$ cat src/rtl/fire_sched_pkg.sv
// Shared types and constants for the fire scheduler.
// Optional trace outputs of fire_scheduler are enabled by defining FIRE_SCHED_TRACE_EN.
package fire_sched_pkg;

    // Selection policy for the next signal to fire
    typedef enum logic [1:0] {
        MODE_RR   = 2'd0,
        MODE_LFSR = 2'd1,
        MODE_EXT  = 2'd2
    } mode_e;

    // Fibonacci LFSR x^16+x^14+x^13+x^11+1, shifting left: feedback from bits 15,13,12,10
    localparam int unsigned          LFSR_W    = 16;
    localparam logic [LFSR_W-1:0]    LFSR_TAPS = 16'hB400;

    // Quiescence watchdog states
    typedef enum logic {
        STALL_RUN      = 1'b0,
        STALL_DEADLOCK = 1'b1
    } stall_state_e;

    // Width of a fire index able to hold 0..nsig
    function automatic int unsigned fire_w(input int unsigned nsig);
        return $clog2(nsig + 1);
    endfunction

endpackage

$ cat src/rtl/fire_rr_pick.sv
// Wrap-around priority picker: first set request at or after start_i, wrapping to 0.
module fire_rr_pick
    import fire_sched_pkg::*;
#(
    parameter int unsigned NSIG  = 8,
    parameter int unsigned IDX_W = fire_w(NSIG)
) (
    input  logic [NSIG-1:0]  req_i,
    input  logic [IDX_W-1:0] start_i,
    output logic             valid_o,
    output logic [IDX_W-1:0] idx_o
);

    logic [2*NSIG-1:0] dbl;
    logic [NSIG-1:0]   rot;

    // Rotate requests so that position start_i lands on bit 0
    assign dbl = {req_i, req_i} >> start_i;
    assign rot = dbl[NSIG-1:0];

    // Lowest rotated bit wins; scan high to low so the last hit is the nearest one
    always_comb begin
        int unsigned pos;
        valid_o = 1'b0;
        idx_o   = '0;
        pos     = 0;
        for (int unsigned i = NSIG; i > 0; i--) begin
            if (rot[i-1]) begin
                valid_o = 1'b1;
                pos     = 32'(start_i) + i - 1;
                if (pos >= NSIG) begin
                    pos = pos - NSIG;
                end
                idx_o = IDX_W'(pos);
            end
        end
    end

endmodule

$ cat src/rtl/fire_scheduler.sv
// Single-fire state capture: commits at most one excited signal per enabled cycle,
// with round-robin / LFSR / external selection, deadlock watchdog and step counter.
// Define FIRE_SCHED_TRACE_EN to add registered trace ports for each commit.
module fire_scheduler
    import fire_sched_pkg::*;
#(
    parameter int unsigned      NSIG        = 8,
    parameter logic [NSIG-1:0]  INIT        = '0,
    parameter int unsigned      MODE        = 0,
    parameter logic [15:0]      LFSR_SEED   = 16'hACE1,
    parameter int unsigned      STALL_LIMIT = 16,
    localparam int unsigned     FIRE_W      = fire_w(NSIG)
) (
    input  logic              clk,
    input  logic              reset,
    input  logic              en,
    input  logic [FIRE_W-1:0] fire_ext,
    input  logic [NSIG-1:0]   precap,
    output logic [NSIG-1:0]   state,
    output logic [NSIG-1:0]   excited,
    output logic              fire_valid,
    output logic [FIRE_W-1:0] fire_idx,
    output logic              fire_nop,
    output logic              deadlock,
    output logic [31:0]       step_count
`ifdef FIRE_SCHED_TRACE_EN
    ,
    output logic              trace_valid,
    output logic [FIRE_W-1:0] trace_idx,
    output logic              trace_val,
    output logic [31:0]       trace_step
`endif
);

    localparam int unsigned STALL_W  = $clog2(STALL_LIMIT + 1);
    localparam mode_e       MODE_SEL = mode_e'(MODE);

    logic [NSIG-1:0]   state_q, state_d;
    logic [FIRE_W-1:0] ptr_q, ptr_d;
    logic [LFSR_W-1:0] lfsr_q, lfsr_d;
    logic              fire_valid_q, fire_valid_d;
    logic [FIRE_W-1:0] fire_idx_q, fire_idx_d;
    logic              fire_nop_q, fire_nop_d;
    logic [31:0]       step_q, step_d;
    logic [STALL_W-1:0] stall_q, stall_d;
    stall_state_e      st_q, st_d;

    logic              any_exc;
    logic [FIRE_W-1:0] scan_start;
    logic              pick_valid;
    logic [FIRE_W-1:0] pick_idx;
    logic              ext_hit;
    logic              commit;
    logic [FIRE_W-1:0] commit_idx;

    assign excited    = precap ^ state_q;
    assign any_exc    = |excited;
    assign state      = state_q;
    assign fire_valid = fire_valid_q;
    assign fire_idx   = fire_idx_q;
    assign fire_nop   = fire_nop_q;
    assign step_count = step_q;
    assign deadlock   = (st_q == STALL_DEADLOCK);

    // Scan start: rotating pointer, or the current LFSR value reduced modulo NSIG
    always_comb begin
        if (MODE_SEL == MODE_LFSR) begin
            scan_start = FIRE_W'(lfsr_q % LFSR_W'(NSIG));
        end else begin
            scan_start = ptr_q;
        end
    end

    fire_rr_pick #(
        .NSIG  (NSIG),
        .IDX_W (FIRE_W)
    ) u_pick (
        .req_i   (excited),
        .start_i (scan_start),
        .valid_o (pick_valid),
        .idx_o   (pick_idx)
    );

    // External index hits only when in range and excited; out-of-range never matches
    always_comb begin
        ext_hit = 1'b0;
        for (int unsigned i = 0; i < NSIG; i++) begin
            if (fire_ext == FIRE_W'(i) && excited[i]) begin
                ext_hit = 1'b1;
            end
        end
    end

    // Final commit decision for this cycle
    always_comb begin
        if (MODE_SEL == MODE_EXT) begin
            commit     = en & ext_hit;
            commit_idx = fire_ext;
        end else begin
            commit     = en & pick_valid;
            commit_idx = pick_idx;
        end
    end

    // Next-state for signal bits, pointer, LFSR, fire flags and step counter
    always_comb begin
        state_d      = state_q;
        ptr_d        = ptr_q;
        lfsr_d       = lfsr_q;
        fire_valid_d = 1'b0;
        fire_idx_d   = '0;
        fire_nop_d   = 1'b0;
        step_d       = step_q;
        if (en) begin
            lfsr_d = {lfsr_q[LFSR_W-2:0], ^(lfsr_q & LFSR_TAPS)};
            if (commit) begin
                for (int unsigned i = 0; i < NSIG; i++) begin
                    if (commit_idx == FIRE_W'(i)) begin
                        state_d[i] = precap[i];
                    end
                end
                fire_valid_d = 1'b1;
                fire_idx_d   = commit_idx;
                if (step_q != '1) begin
                    step_d = step_q + 32'd1;
                end
                if (MODE_SEL == MODE_RR) begin
                    ptr_d = (commit_idx == FIRE_W'(NSIG - 1)) ? '0 : commit_idx + 1'b1;
                end
            end else if (MODE_SEL == MODE_EXT) begin
                fire_nop_d = 1'b1;
            end
        end
    end

    // Stall watchdog next-state: count quiescent enabled cycles, any excitation restarts
    always_comb begin
        stall_d = stall_q;
        st_d    = st_q;
        if (en) begin
            case (st_q)
                STALL_RUN: begin
                    if (any_exc) begin
                        stall_d = '0;
                    end else begin
                        stall_d = stall_q + 1'b1;
                        if (stall_d == STALL_W'(STALL_LIMIT)) begin
                            st_d = STALL_DEADLOCK;
                        end
                    end
                end
                STALL_DEADLOCK: begin
                    if (any_exc) begin
                        stall_d = '0;
                        st_d    = STALL_RUN;
                    end
                end
            endcase
        end
    end

    // Stall watchdog state register
    always_ff @(posedge clk or negedge reset) begin
        if (!reset) begin
            st_q    <= STALL_RUN;
            stall_q <= '0;
        end else begin
            st_q    <= st_d;
            stall_q <= stall_d;
        end
    end

    // Datapath registers
    always_ff @(posedge clk or negedge reset) begin
        if (!reset) begin
            state_q      <= INIT;
            ptr_q        <= '0;
            lfsr_q       <= LFSR_SEED;
            fire_valid_q <= 1'b0;
            fire_idx_q   <= '0;
            fire_nop_q   <= 1'b0;
            step_q       <= '0;
        end else begin
            state_q      <= state_d;
            ptr_q        <= ptr_d;
            lfsr_q       <= lfsr_d;
            fire_valid_q <= fire_valid_d;
            fire_idx_q   <= fire_idx_d;
            fire_nop_q   <= fire_nop_d;
            step_q       <= step_d;
        end
    end

`ifdef FIRE_SCHED_TRACE_EN
    logic              trace_valid_q;
    logic [FIRE_W-1:0] trace_idx_q;
    logic              trace_val_q;
    logic [31:0]       trace_step_q;
    logic              trace_val_d;

    // New value of the committed bit
    always_comb begin
        trace_val_d = 1'b0;
        for (int unsigned i = 0; i < NSIG; i++) begin
            if (commit_idx == FIRE_W'(i)) begin
                trace_val_d = precap[i];
            end
        end
    end

    // Trace registers capture each commit; payload holds between commits
    always_ff @(posedge clk or negedge reset) begin
        if (!reset) begin
            trace_valid_q <= 1'b0;
            trace_idx_q   <= '0;
            trace_val_q   <= 1'b0;
            trace_step_q  <= '0;
        end else begin
            trace_valid_q <= commit;
            if (commit) begin
                trace_idx_q  <= commit_idx;
                trace_val_q  <= trace_val_d;
                trace_step_q <= step_d;
            end
        end
    end

    assign trace_valid = trace_valid_q;
    assign trace_idx   = trace_idx_q;
    assign trace_val   = trace_val_q;
    assign trace_step  = trace_step_q;
`endif

endmodule

$ cat config.mk
export PLATFORM = sky130hd
export DESIGN_NAME = fire_scheduler
export DESIGN_NICKNAME = d
export VERILOG_FILES = /design/src/rtl/fire_sched_pkg.sv /design/src/rtl/fire_rr_pick.sv /design/src/rtl/fire_scheduler.sv
export SDC_FILE = /design/constraint.sdc
export NUM_CORES = 1
export LEC_CHECK = 0
export ABC_AREA = 1
export CORE_UTILIZATION = 50
export CTS_BUF_LIST = sky130_fd_sc_hd__clkbuf_8
export CTS_CLUSTER_SIZE = 14
export DETAILED_ROUTE_END_ITERATION = 8
export PLACE_DENSITY = 0.77
export SYNTH_ARGS = -nofsm -noshare
export SYNTH_HDL_FRONTEND = slang
export SYNTH_SLANG_ARGS = --single-unit
$ cat constraint.sdc
create_clock -name clk -period 2.25 [get_ports clk]
set_input_delay 0.45 -clock clk [delete_from_list [all_inputs] [get_ports clk]]
set_output_delay 0.45 -clock clk [all_outputs]
set_load 0.03 [all_outputs]
Word-level counts from Yosys, hierarchy flattened
Index checks and enable logic that the tools add are counted.

Add/subtract/negate cells: 27. $lt $le $gt $ge: 8. Equality and inequality tests: 10. Shift operators: 1. Muxes and demuxes: 36. Bitwise gates (word level): 3. Reductions and logical operators: 13.

Operators by type and width (count): >= comparator 32 x 4 -> 1 bit (second input constant) (8); 2-to-1 mux 4 bit (19); subtractor 5 x 1 -> 6 bit (second input constant) (8); adder 32 x 1 -> 32 bit (second input constant) (1); != test 32 bit (second input constant) (1); subtractor 4 bit (second input constant) (8); AND reduction 3 bit (9); adder 4 x 3 -> 5 bit (second input constant) (4); == test 4 x 3 -> 1 bit (second input constant) (4); >> shifter 16 x 4 -> 8 bit (1); 2-to-1 mux 1 bit (13); adder 4 x 2 -> 5 bit (second input constant) (2); 2-to-1 mux 5 bit (2); one-hot mux 5 bit (2 select lines) (1); == test 4 x 2 -> 1 bit (second input constant) (2); OR reduction 8 bit (1); XOR 8 bit (1); adder 4 x 1 -> 5 bit (second input constant) (1); adder 4 x 4 -> 5 bit (second input constant) (1); adder 5 x 1 -> 5 bit (second input constant) (1); == test 5 bit (second input constant) (1); adder 4 x 1 -> 4 bit (second input constant) (1); == test 4 x 1 -> 1 bit (second input constant) (1); zero test 4 bit (1); other kinds (5) (6).

Register bits: 55. Bits of input ports: 15. Output and inout port bits: 55.

Depth between registers and ports, before layout
Gate-level depths: netlist of run 1.

Depth in word-level cells: 14. Gate-level depth with buffers: 24. Depth with buffers taken out: 24.

By module
From an unflattened synthesis of run 1, not the netlist that was laid out.

Cell total of the unflattened synthesis: 681. Area total of the unflattened synthesis: 4331.7 µm².

Modules (own cells, without submodules): fire_scheduler (times used 1, cells an instance 510, area each 3402.0 µm², sequential area each 1376.3 µm²); fire_rr_pick (times used 1, cells an instance 171, area each 929.6 µm², sequential area each 0.0 µm²).

Worst setup path after synthesis of run 1
OpenSTA, ideal clock, no wires.

Path kind: register to register. Start point: register state_q[5], in the netlist state[5]. End point: register state_q[3], in the netlist state[3]. Arrival: 2607 ps. Data required time: 2124 ps. Path slack: -484 ps. Cell stages (with the launch flop): 19. Buffers on the path: 0. Period minus slack after synthesis: 2734 ps. Cell sequence: dfrtp_1 > inv_1 > nand2_1 > nand2_1 > nand2_2 > nand3_2 > nand3_1 > nand3_1 > o21ai_0 > nand2_1 > a21oi_1 > nor2_1 > a21oi_2 > ha_1 > inv_1 > nor2_1 > nand3_1 > nand2_1 > o21ai_0.

Cells in the longest elaborated chain, start to end: 12. Elaborated cells between the ends (all ways): 21.

Ends and longest elaborated chain: start, declared (line fire_scheduler.sv:38) `logic [NSIG-1:0] state_q, state_d;`; start signal, assigned (line fire_scheduler.sv:184) `state_q <= state_d;`; XOR 8 bit (*) (line fire_scheduler.sv:56) `assign excited = precap ^ state_q;`; net excited[5] (line fire_scheduler.sv:20) `output logic [NSIG-1:0] excited,`; >> shifter 16 x 4 -> 8 bit (*) (line fire_rr_pick.sv:18) `assign dbl = {req_i, req_i} >> start_i;`; 2-to-1 mux 4 bit or 2-to-1 mux 1 bit (tied branches) (8 in series) (line fire_rr_pick.sv:28) `if (rot[i-1]) begin`; == test 4 x 2 -> 1 bit or AND 1 bit (tied branches) (line fire_scheduler.sv:118, fire_scheduler.sv:100); AND reduction 3 bit (no source line) (*).

The timed path passes the listed nets; every way through them passes the cells marked *. A chain may end at the register's enable or synchronous reset.

Worst setup path after layout of run 1
Start point: register ptr_q[0]. End point: register state_q[1], in the netlist state[1].

Cells in the longest elaborated chain, start to end: 14. Elaborated cells between the ends (all ways): 60.

Ends and longest elaborated chain: start, declared (line fire_scheduler.sv:39) `logic [FIRE_W-1:0] ptr_q, ptr_d;`; start signal, assigned (line fire_scheduler.sv:185) `ptr_q <= ptr_d;`; adder 4 x 4 -> 5 bit (line fire_rr_pick.sv:30) `pos = 32'(start_i) + i - 1;`; subtractor 5 x 1 -> 6 bit (line fire_rr_pick.sv:30); >= comparator 32 x 4 -> 1 bit or subtractor 4 bit (tied branches) (line fire_rr_pick.sv:31, fire_rr_pick.sv:32); 2-to-1 mux 4 bit (line fire_rr_pick.sv:31) `if (pos >= NSIG) begin`; 2-to-1 mux 4 bit (8 in series) (line fire_rr_pick.sv:28); == test 4 x 1 -> 1 bit (line fire_scheduler.sv:118) `if (commit_idx == FIRE_W'(i)) begin`; AND reduction 3 bit (no source line) (*).

Mark *: on every way between the ends. The rest lies on a longest branch, timed or not.

==> results.md, run 1 <==
* Status: finished, violations left
* Violated checks: setup timing
* CTS tree: built
* P_leak at 3.06 nW
* Clock latency at the later pin of the worst-skew pair at 0.33 ns
* Die area at about 8500 um2
* Sequential share of the synthesized area at 34.0%
* DP HPWL at roughly 9500 um
* Antenna violations before repair at 0
* Fmax at 0.380 GHz
* Crit path launch type: flop
* Antenna diode count at 0
* Maximum number of pins on one net before global-route repair at 25
* Clock power frac at 6.2%
* DR vias/cell at 5.49
* DP Cell Count at 836
* Die height at 92.0 um
* Die boundary width at between 90 and 100 um
* Clk buf depth at 2
* Hold Vio Cnt, Final at 0
* I/O Buffers at 64
* Syn Nets at 621
* Nets at around 800
* Placed cell areas at 5580 um2
* Slew headroom at 60.6%
* Tcrit/Tclk final at 117%
* DR vias at between 4000 and 5000
* Total gr overflow at 0
* Net Sw Frac at between 50% and 60%
* Maximum VDD drop at between 0.6 and 0.7 mV
* RePlAce Congestion at approximately 1
* Synth Area in XOR/XNOR at 7.14%
* Detailed Routing Iterations Pass 1 at 5
* Final instance area at 6330 um2
* Setup Skew at 0.0183 ns
* All-Layer GR Usage at 30.4%
* Library cells used by synthesis at 37
* Top-Level Pins at 70
* Routed Antenna Nets at 0
* H-tree level count at 2
* Sequential fraction of design power at 15.5%
* WHS at around 0.50 ns
* Synthesized flop and latch total at 55
* Worst-Margin Slew at 0.586 ns
* Crit-path max FO at 8
* Yosys synthesis warning count at 0
* Layout area overhead at 56.5%
* Post-Synth Simple-Gate Area at 38.1%
* CP Launch Point: ptr_q[0]$_DFFE_PN0P_
* Largest family of logic cells by synthesized area: simple AND/OR/NAND/NOR gates
* Worst path required time at around 2.5 ns
* HP Class: input pin to asynchronous set/reset pin
* Final cell count without fillers at 864
* Clock sink count at 55
* Initial Utilization at 52.1%
* Core area at 7770 um2
* Crit end category: flop
* NetSw at 5.25 mW
* Arr. time, crit path at 2.87 ns
* Reg2reg start: ptr_q[0]$_DFFE_PN0P_
* Min Clock Period, post-route at between 2 and 3 ns
* Per-cell routed wire length at approximately 16 um
* Vias in the first global route at 4514
* Fraction of layout cells with a size suffix above 1 at 36.4%
* Inserted Clock Buffers at 5
* Clock Root Buffer: clkbuf_8
* # setup viols final at 48
* Synth Area in Compound Gates at under 10%
* Mapped Avg Cell Area at 6.84 um2
* Final total power at about 10 mW
* Cell Area, Synth at 4050 um2
* PnR worst setup slack at -0.384 ns
* Clock transition at path regs at 0.13 ns
* Final Max Tran Viols at 0
* Power Density at 1580 nW/um2
* Adder-cell share of the synthesized area at 4.33%
* CP Class: flop to flop
* Final wirelength at 14000 um
* RSZ-0062 raised after global routing: yes
* Initial detailed-routing violation count at 268
* Comb pwr share at 78.2%
* First-pass GRT wire length at between 20000 and 25000 um
* Post-Syn Instances at 592
* Int Pwr at 4.77 mW
* Residual DRC count at 0
* Max_cap viols at 0
* Mux cell area share after synthesis at 0.247%
* Std cell rows at 32
cells by family (layout without fill, tap and decap cells):
family | Yosys count | count (layout)
mux | 1 | 1
buf+inv | 90 | 260
fa+ha+maj | 14 | 14
flops | 55 | 55
other cells | 1 | 1
compound gates | 50 | 50
simple gates | 348 | 348
xor+xnor | 33 | 33
power by group through the flow:
stage / Combinational (mW) / Sequential, mW / Clock (mW)
2_1_floorplan: 2.98 / 1.93 / 0
3_3_place_gp: 5.67 / 1.54 / 0
3_5_place_dp: 5.78 / 1.54 / 0
4_1_cts: 6.43 / 1.53 / 0.625
5_1_grt: 8.40 / 1.58 / 0.666
6_report: 7.84 / 1.55 / 0.626
routing by layer:
metal,global-route usage (%),up-vias,share of wire [%]
met5,0,-,0
met4,12.1,0,3.6
li1,-,2225,-
met3,3.32,59,5.4
met1,37.2,2226,40
met2,54.4,235,51
critical path, cell delays in order (launching register included):
cell	delay (ns)
dfrtp_2	0.48
buf_8	0.16
nand3_2	0.09
nand2_2	0.06
o21ai_2	0.23
buf_4	0.17
inv_2	0.05
o21ai_4	0.21
inv_1	0.09
nor2_1	0.19
a21oi_4	0.09
inv_2	0.13
ha_2	0.20
inv_2	0.05
nor2_4	0.11
nand3_2	0.10
nand2_1	0.06
o21ai_0	0.07
timing repair:
action / 4_1_cts / 5_1_grt
gates cloned: 0 / 3
pin swaps: 25 / 47
resized for setup: 58 / 97
hold buffers: 1 / 0
hold endpoints to repair: 10 / 0
endpoints found under the setup margin: 49 / 49
buffers inserted: 8 / 8
layout by cell type, fill, tap and decap left out, types with 8 or more instances in the layout:
master / netlist / routed
nand2_2: 2 / 35
clkdlybuf4s50_1: 0 / 47
nand4_1: 10 / 10
o21ai_0: 28 / 8
dlygate4sd2_1: 0 / 8
nor4_1: 9 / 9
dfrtp_2: 0 / 12
nor3_1: 18 / 17
inv_2: 3 / 19
buf_4: 3 / 100
nand3_1: 38 / 17
nand3_4: 1 / 9
xor2_1: 27 / 27
o21ai_1: 2 / 15
dfrtp_1: 55 / 43
inv_1: 75 / 58
nand3_2: 8 / 21
ha_1: 14 / 10
nor2_1: 55 / 43
nand2_1: 200 / 151
nand2_4: 1 / 15
worst paths after layout:
path / endpoint / depth (start not counted) / slack [ns]
min in group clk: step_count[6]$_DFFE_PN0P_ / 1 / 0.52
worst min-delay path: state[0]$_DFFE_PN0P_ / 2 / 0.50
max in group asynchronous: step_count[0]$_DFFE_PN0P_ / 3 / 1.11
worst min register to register: step_count[6]$_DFFE_PN0P_ / 1 / 0.52
worst max register to register: state[1]$_DFFE_PN0P_ / 17 / -0.38
worst max-delay path: state[1]$_DFFE_PN0P_ / 17 / -0.38
metrics by stage:
stage,setup WS [ns],utilization (%),TNS (ns)
2_1_floorplan,-0.156,-,-1.89
3_3_place_gp,-0.878,71.8,-34.96
3_5_place_dp,-0.962,71.8,-39.41
4_1_cts,-0.240,76.0,-6.38
5_1_grt,-0.517,81.5,-17.45
6_report,-0.384,81.5,-11.54
flip-flops by register name (all words and copies together) (netlist names):
| signal | flops |
|---|---|
| fire_idx | 4 |
| deadlock | 1 |
| ptr_q | 4 |
| fire_valid | 1 |
| stall_q | 5 |
| state | 8 |
| step_count | 32 |
final cells by class:
type                       count  area (um2)
timing repair buffer         170        1500
timing repair inverter         2        20.0
clock buffer                   5        68.8
fill                         496        1440
clock inverter                 3        33.8
tap                          102         128
multi-input combinational    447        2880
inverter                      80         320
sequential                    55        1390
cells in the mapped netlist:
cell type | instances | area, um2
inv_2 | 3 | 11.3
a211oi_1 | 1 | 7.51
nand4_1 | 10 | 62.6
o21ai_0 | 28 | 140
nand3b_1 | 1 | 7.51
nor2_1 | 55 | 206
nor4_2 | 1 | 12.5
dfrtp_1 | 55 | 1380
buf_6 | 3 | 33.8
inv_1 | 75 | 282
nor2_2 | 1 | 6.26
nand2_4 | 1 | 11.3
xor2_1 | 27 | 236
a22oi_1 | 1 | 7.51
nand3_4 | 1 | 17.5
nand3_1 | 38 | 190
a21oi_1 | 12 | 60.1
o22ai_1 | 3 | 18.8
o21ai_1 | 2 | 10.0
ha_1 | 14 | 175
nor3_1 | 18 | 90.1
xnor2_1 | 6 | 52.6
a21oi_2 | 1 | 8.76
mux2i_1 | 1 | 10.0
nor4b_1 | 1 | 8.76
nand2_8 | 1 | 20.0
nand2_2 | 2 | 12.5
buf_4 | 3 | 22.5
conb_1 | 1 | 3.75
nand2_1 | 200 | 751
inv_4 | 2 | 12.5
nor3b_1 | 1 | 7.51
nor4_1 | 9 | 56.3
a41oi_1 | 1 | 8.76
buf_2 | 4 | 20.0
nand3_2 | 8 | 80.1
o21ai_2 | 1 | 8.76
No activity file was read; power rests on OpenSTA's default activity.
==> run 2: changes to the inputs <==
SLEW_MARGIN = 10   (was default)
==> results of run 2 <==
Same layout as run 1: the final DEF is identical, and so are final timing and power.
==> RTL edit: new RTL, settings of run 2 <==
Set the parameter `STALL_LIMIT` to 8 (it was 16).
--- a/src/rtl/fire_scheduler.sv
+++ b/src/rtl/fire_scheduler.sv
@@ -9,5 +9,5 @@
     parameter int unsigned      MODE        = 0,
     parameter logic [15:0]      LFSR_SEED   = 16'hACE1,
-    parameter int unsigned      STALL_LIMIT = 16,
+    parameter int unsigned      STALL_LIMIT = 8,
     localparam int unsigned     FIRE_W      = fire_w(NSIG)
 ) (
Behaviour: same outputs for any inputs over 4 cycles, from zero or initial values and one cycle with reset low; that may be too few to reach the edited logic, so the function may still have changed.
==> RTL edit against run 2 <==
The run still ends with negative setup slack left; core utilization grew 2.9 points; synthesized area down 0.49%; worst setup slack worse by 0.17 ns; total power up 9.1%; hold slack got worse by 0.43 ns; die area decreased by 0.49%; sequential power rose by 3%; design area up 3.6%; wire length grew 15%; synthesized cell count shrank 1.4%; sequential cell count down 1; largest cell class unchanged.
==> RTL edit: results (changes against run 2) <==
The run finished, with violations left. Violations in the final reports: negative setup slack (unchanged). The number of fill cells in the layout is 435 (was 496). The fraction of layout cells with a size suffix above 1 works out to 41.8% (was 36.4%). Commonest cells in the netlist: 179 x sky130_fd_sc_hd__nand2_1, 67 x sky130_fd_sc_hd__inv_1, 56 x sky130_fd_sc_hd__nor2_1, 54 x sky130_fd_sc_hd__dfrtp_1, 51 x sky130_fd_sc_hd__nand3_1 (was 200 x sky130_fd_sc_hd__nand2_1, 75 x sky130_fd_sc_hd__inv_1, 55 x sky130_fd_sc_hd__dfrtp_1, 55 x sky130_fd_sc_hd__nor2_1, 38 x sky130_fd_sc_hd__nand3_1). The area share of the leading cell type in the synthesized netlist was 33.6% (was 34.0%). The final routed wire length divided by cell count works out to 18.7 um (was 16.2 um). The smallest setup slack after layout is -0.557 ns (was -0.384 ns), and the maximum number of pins on one net before global-route repair is 30 (was 25). For the vias after detailed routing, the log shows 4988 (was 4745). The total routing usage reported by global routing is 32.0% (was 30.4%). For the static leakage, the log shows 3.05 nW (was 3.06 nW). The mean post-synth cell area was 6.89 um2 (was 6.84 um2). Unique cell type count in the Yosys netlist: 34 (was 37). For the net count after synthesis, the log shows 613 (was 621). The tools report the total setup buffers inserted after CTS as 10 (was 8). Worst endpoint data arrival time: 3.06 ns (was 2.87 ns).

The run gives 6 (was 5) as the count of TritonRoute iterations in the first routing pass. The kind of cell adding the most delay to the critical path was simple AND/OR/NAND/NOR gates (was buffers and inverters). The run gives 543 (was 268) as the number of DRC markers after the initial detailed-route iteration.

The logs give 49 (was 48) for the count of endpoints failing setup in the final report and 792 (was 790) for the layout net count. The tools report the half-perimeter wire length of the detailed placement result as 9.55 mm (about the same). The largest fanout on the critical path is 7 (was 8), and the average via count per standard cell is 5.76 (was 5.49).

The run gives -16.04 ns (was -11.54 ns) as the final sum of negative setup slack. For the final weighted congestion in routability-driven placement, the log shows 0.969 (was 1.01). The via count of the first global-routing pass was 4461 (was 4514); the number of instances resized during post-cts repair was 81 (was 58).

For the post-synthesis sequential area ratio, the log shows 33.6% (was 34.0%). Largest cells by area after synthesis: sky130_fd_sc_hd__dfrtp_1 34%, sky130_fd_sc_hd__nand2_1 17%, sky130_fd_sc_hd__nand3_1 6.3% (was sky130_fd_sc_hd__dfrtp_1 34%, sky130_fd_sc_hd__nand2_1 19%, sky130_fd_sc_hd__inv_1 7.0%). The setup clock skew after layout is 0.00998 ns (was 0.0183 ns), and the largest voltage drop on the vdd net is 0.000876 V (was 0.000683 V).
## RTL edit: logic make-up after synthesis
logic type      synth area share, %
simple gates                   37.6
other cells                  0.0931
flops                          33.6
xor+xnor                       7.18
buf+inv                        9.29
compound gates                 7.96
fa+ha+maj                      4.35
## RTL edit: worst reg2reg max path: stages, from the launching register on
cell                       delay [ns]
sky130_fd_sc_hd__dfrtp_2         0.44
sky130_fd_sc_hd__clkinv_4        0.14
sky130_fd_sc_hd__buf_12          0.18
sky130_fd_sc_hd__nand2_8         0.07
sky130_fd_sc_hd__nand3_2         0.15
sky130_fd_sc_hd__nand3_4         0.16
sky130_fd_sc_hd__nand3_4         0.12
sky130_fd_sc_hd__a21oi_2         0.18
sky130_fd_sc_hd__nand2_1         0.09
sky130_fd_sc_hd__nand2_1         0.07
sky130_fd_sc_hd__nand2_1         0.05
sky130_fd_sc_hd__nand2_1         0.08
sky130_fd_sc_hd__nand2_2         0.08
sky130_fd_sc_hd__a21oi_4         0.22
sky130_fd_sc_hd__buf_6           0.14
sky130_fd_sc_hd__ha_4            0.16
sky130_fd_sc_hd__nand2_2         0.10
sky130_fd_sc_hd__nor2_4          0.16
sky130_fd_sc_hd__nand2_2         0.06
sky130_fd_sc_hd__o21ai_1         0.08
## RTL edit: path summary, 6_finish.rpt
check                                     from              to  slack (ns)  cells past startpoint
worst min register to register  step_count[30]  step_count[30]        0.52                      1
worst max register to register        ptr_q[0]        state[7]       -0.56                     19
max in group asynchronous                reset  step_count[12]        1.51                      2
worst min-delay path                     reset        state[3]        0.07                      1
worst max-delay path                  ptr_q[0]        state[7]       -0.56                     19
min in group clk                step_count[30]  step_count[30]        0.52                      1
## RTL edit: routing by layer
| metal | track usage, % | vias to the layer above | part of all wire [%] | wire length, um |
|---|---|---|---|---|
| met5 | 0 | - | 0 | 0 |
| met4 | 12.5 | 0 | 6.0 | 975 |
| met3 | 4.56 | 97 | 8.9 | 1440 |
| met2 | 52.8 | 327 | 47 | 7560 |
| met1 | 42.5 | 2328 | 38 | 6180 |
| li1 | - | 2236 | - | - |
## RTL edit: through the flow
step / setup WS (ns) / area [um2]
after floorplan: -0.0869 / 4200
after global placement: -0.829 / 5560
after detailed placement: -0.873 / 5560
after CTS: -0.202 / 6020
after global routing: -0.599 / 6560
final: -0.557 / 6560
## RTL edit: area by class of cell
class	instances	area, um2	area share, %
Multi-Input combinational cell	447	3060	46.6
Timing Repair Buffer	183	1620	24.7
Sequential cell	54	1370	20.9
Inverter	72	290	4.43
Tap cell	102	128	1.95
Clock buffer	5	68.8	1.05
Clock inverter	3	28.8	0.439
## RTL edit: where the power goes
part	total (mW)	internal, mW	switching [mW]
Clock	0.625	0.232	0.393
Combinational	8.71	3.63	5.08
Sequential	1.59	1.27	0.329
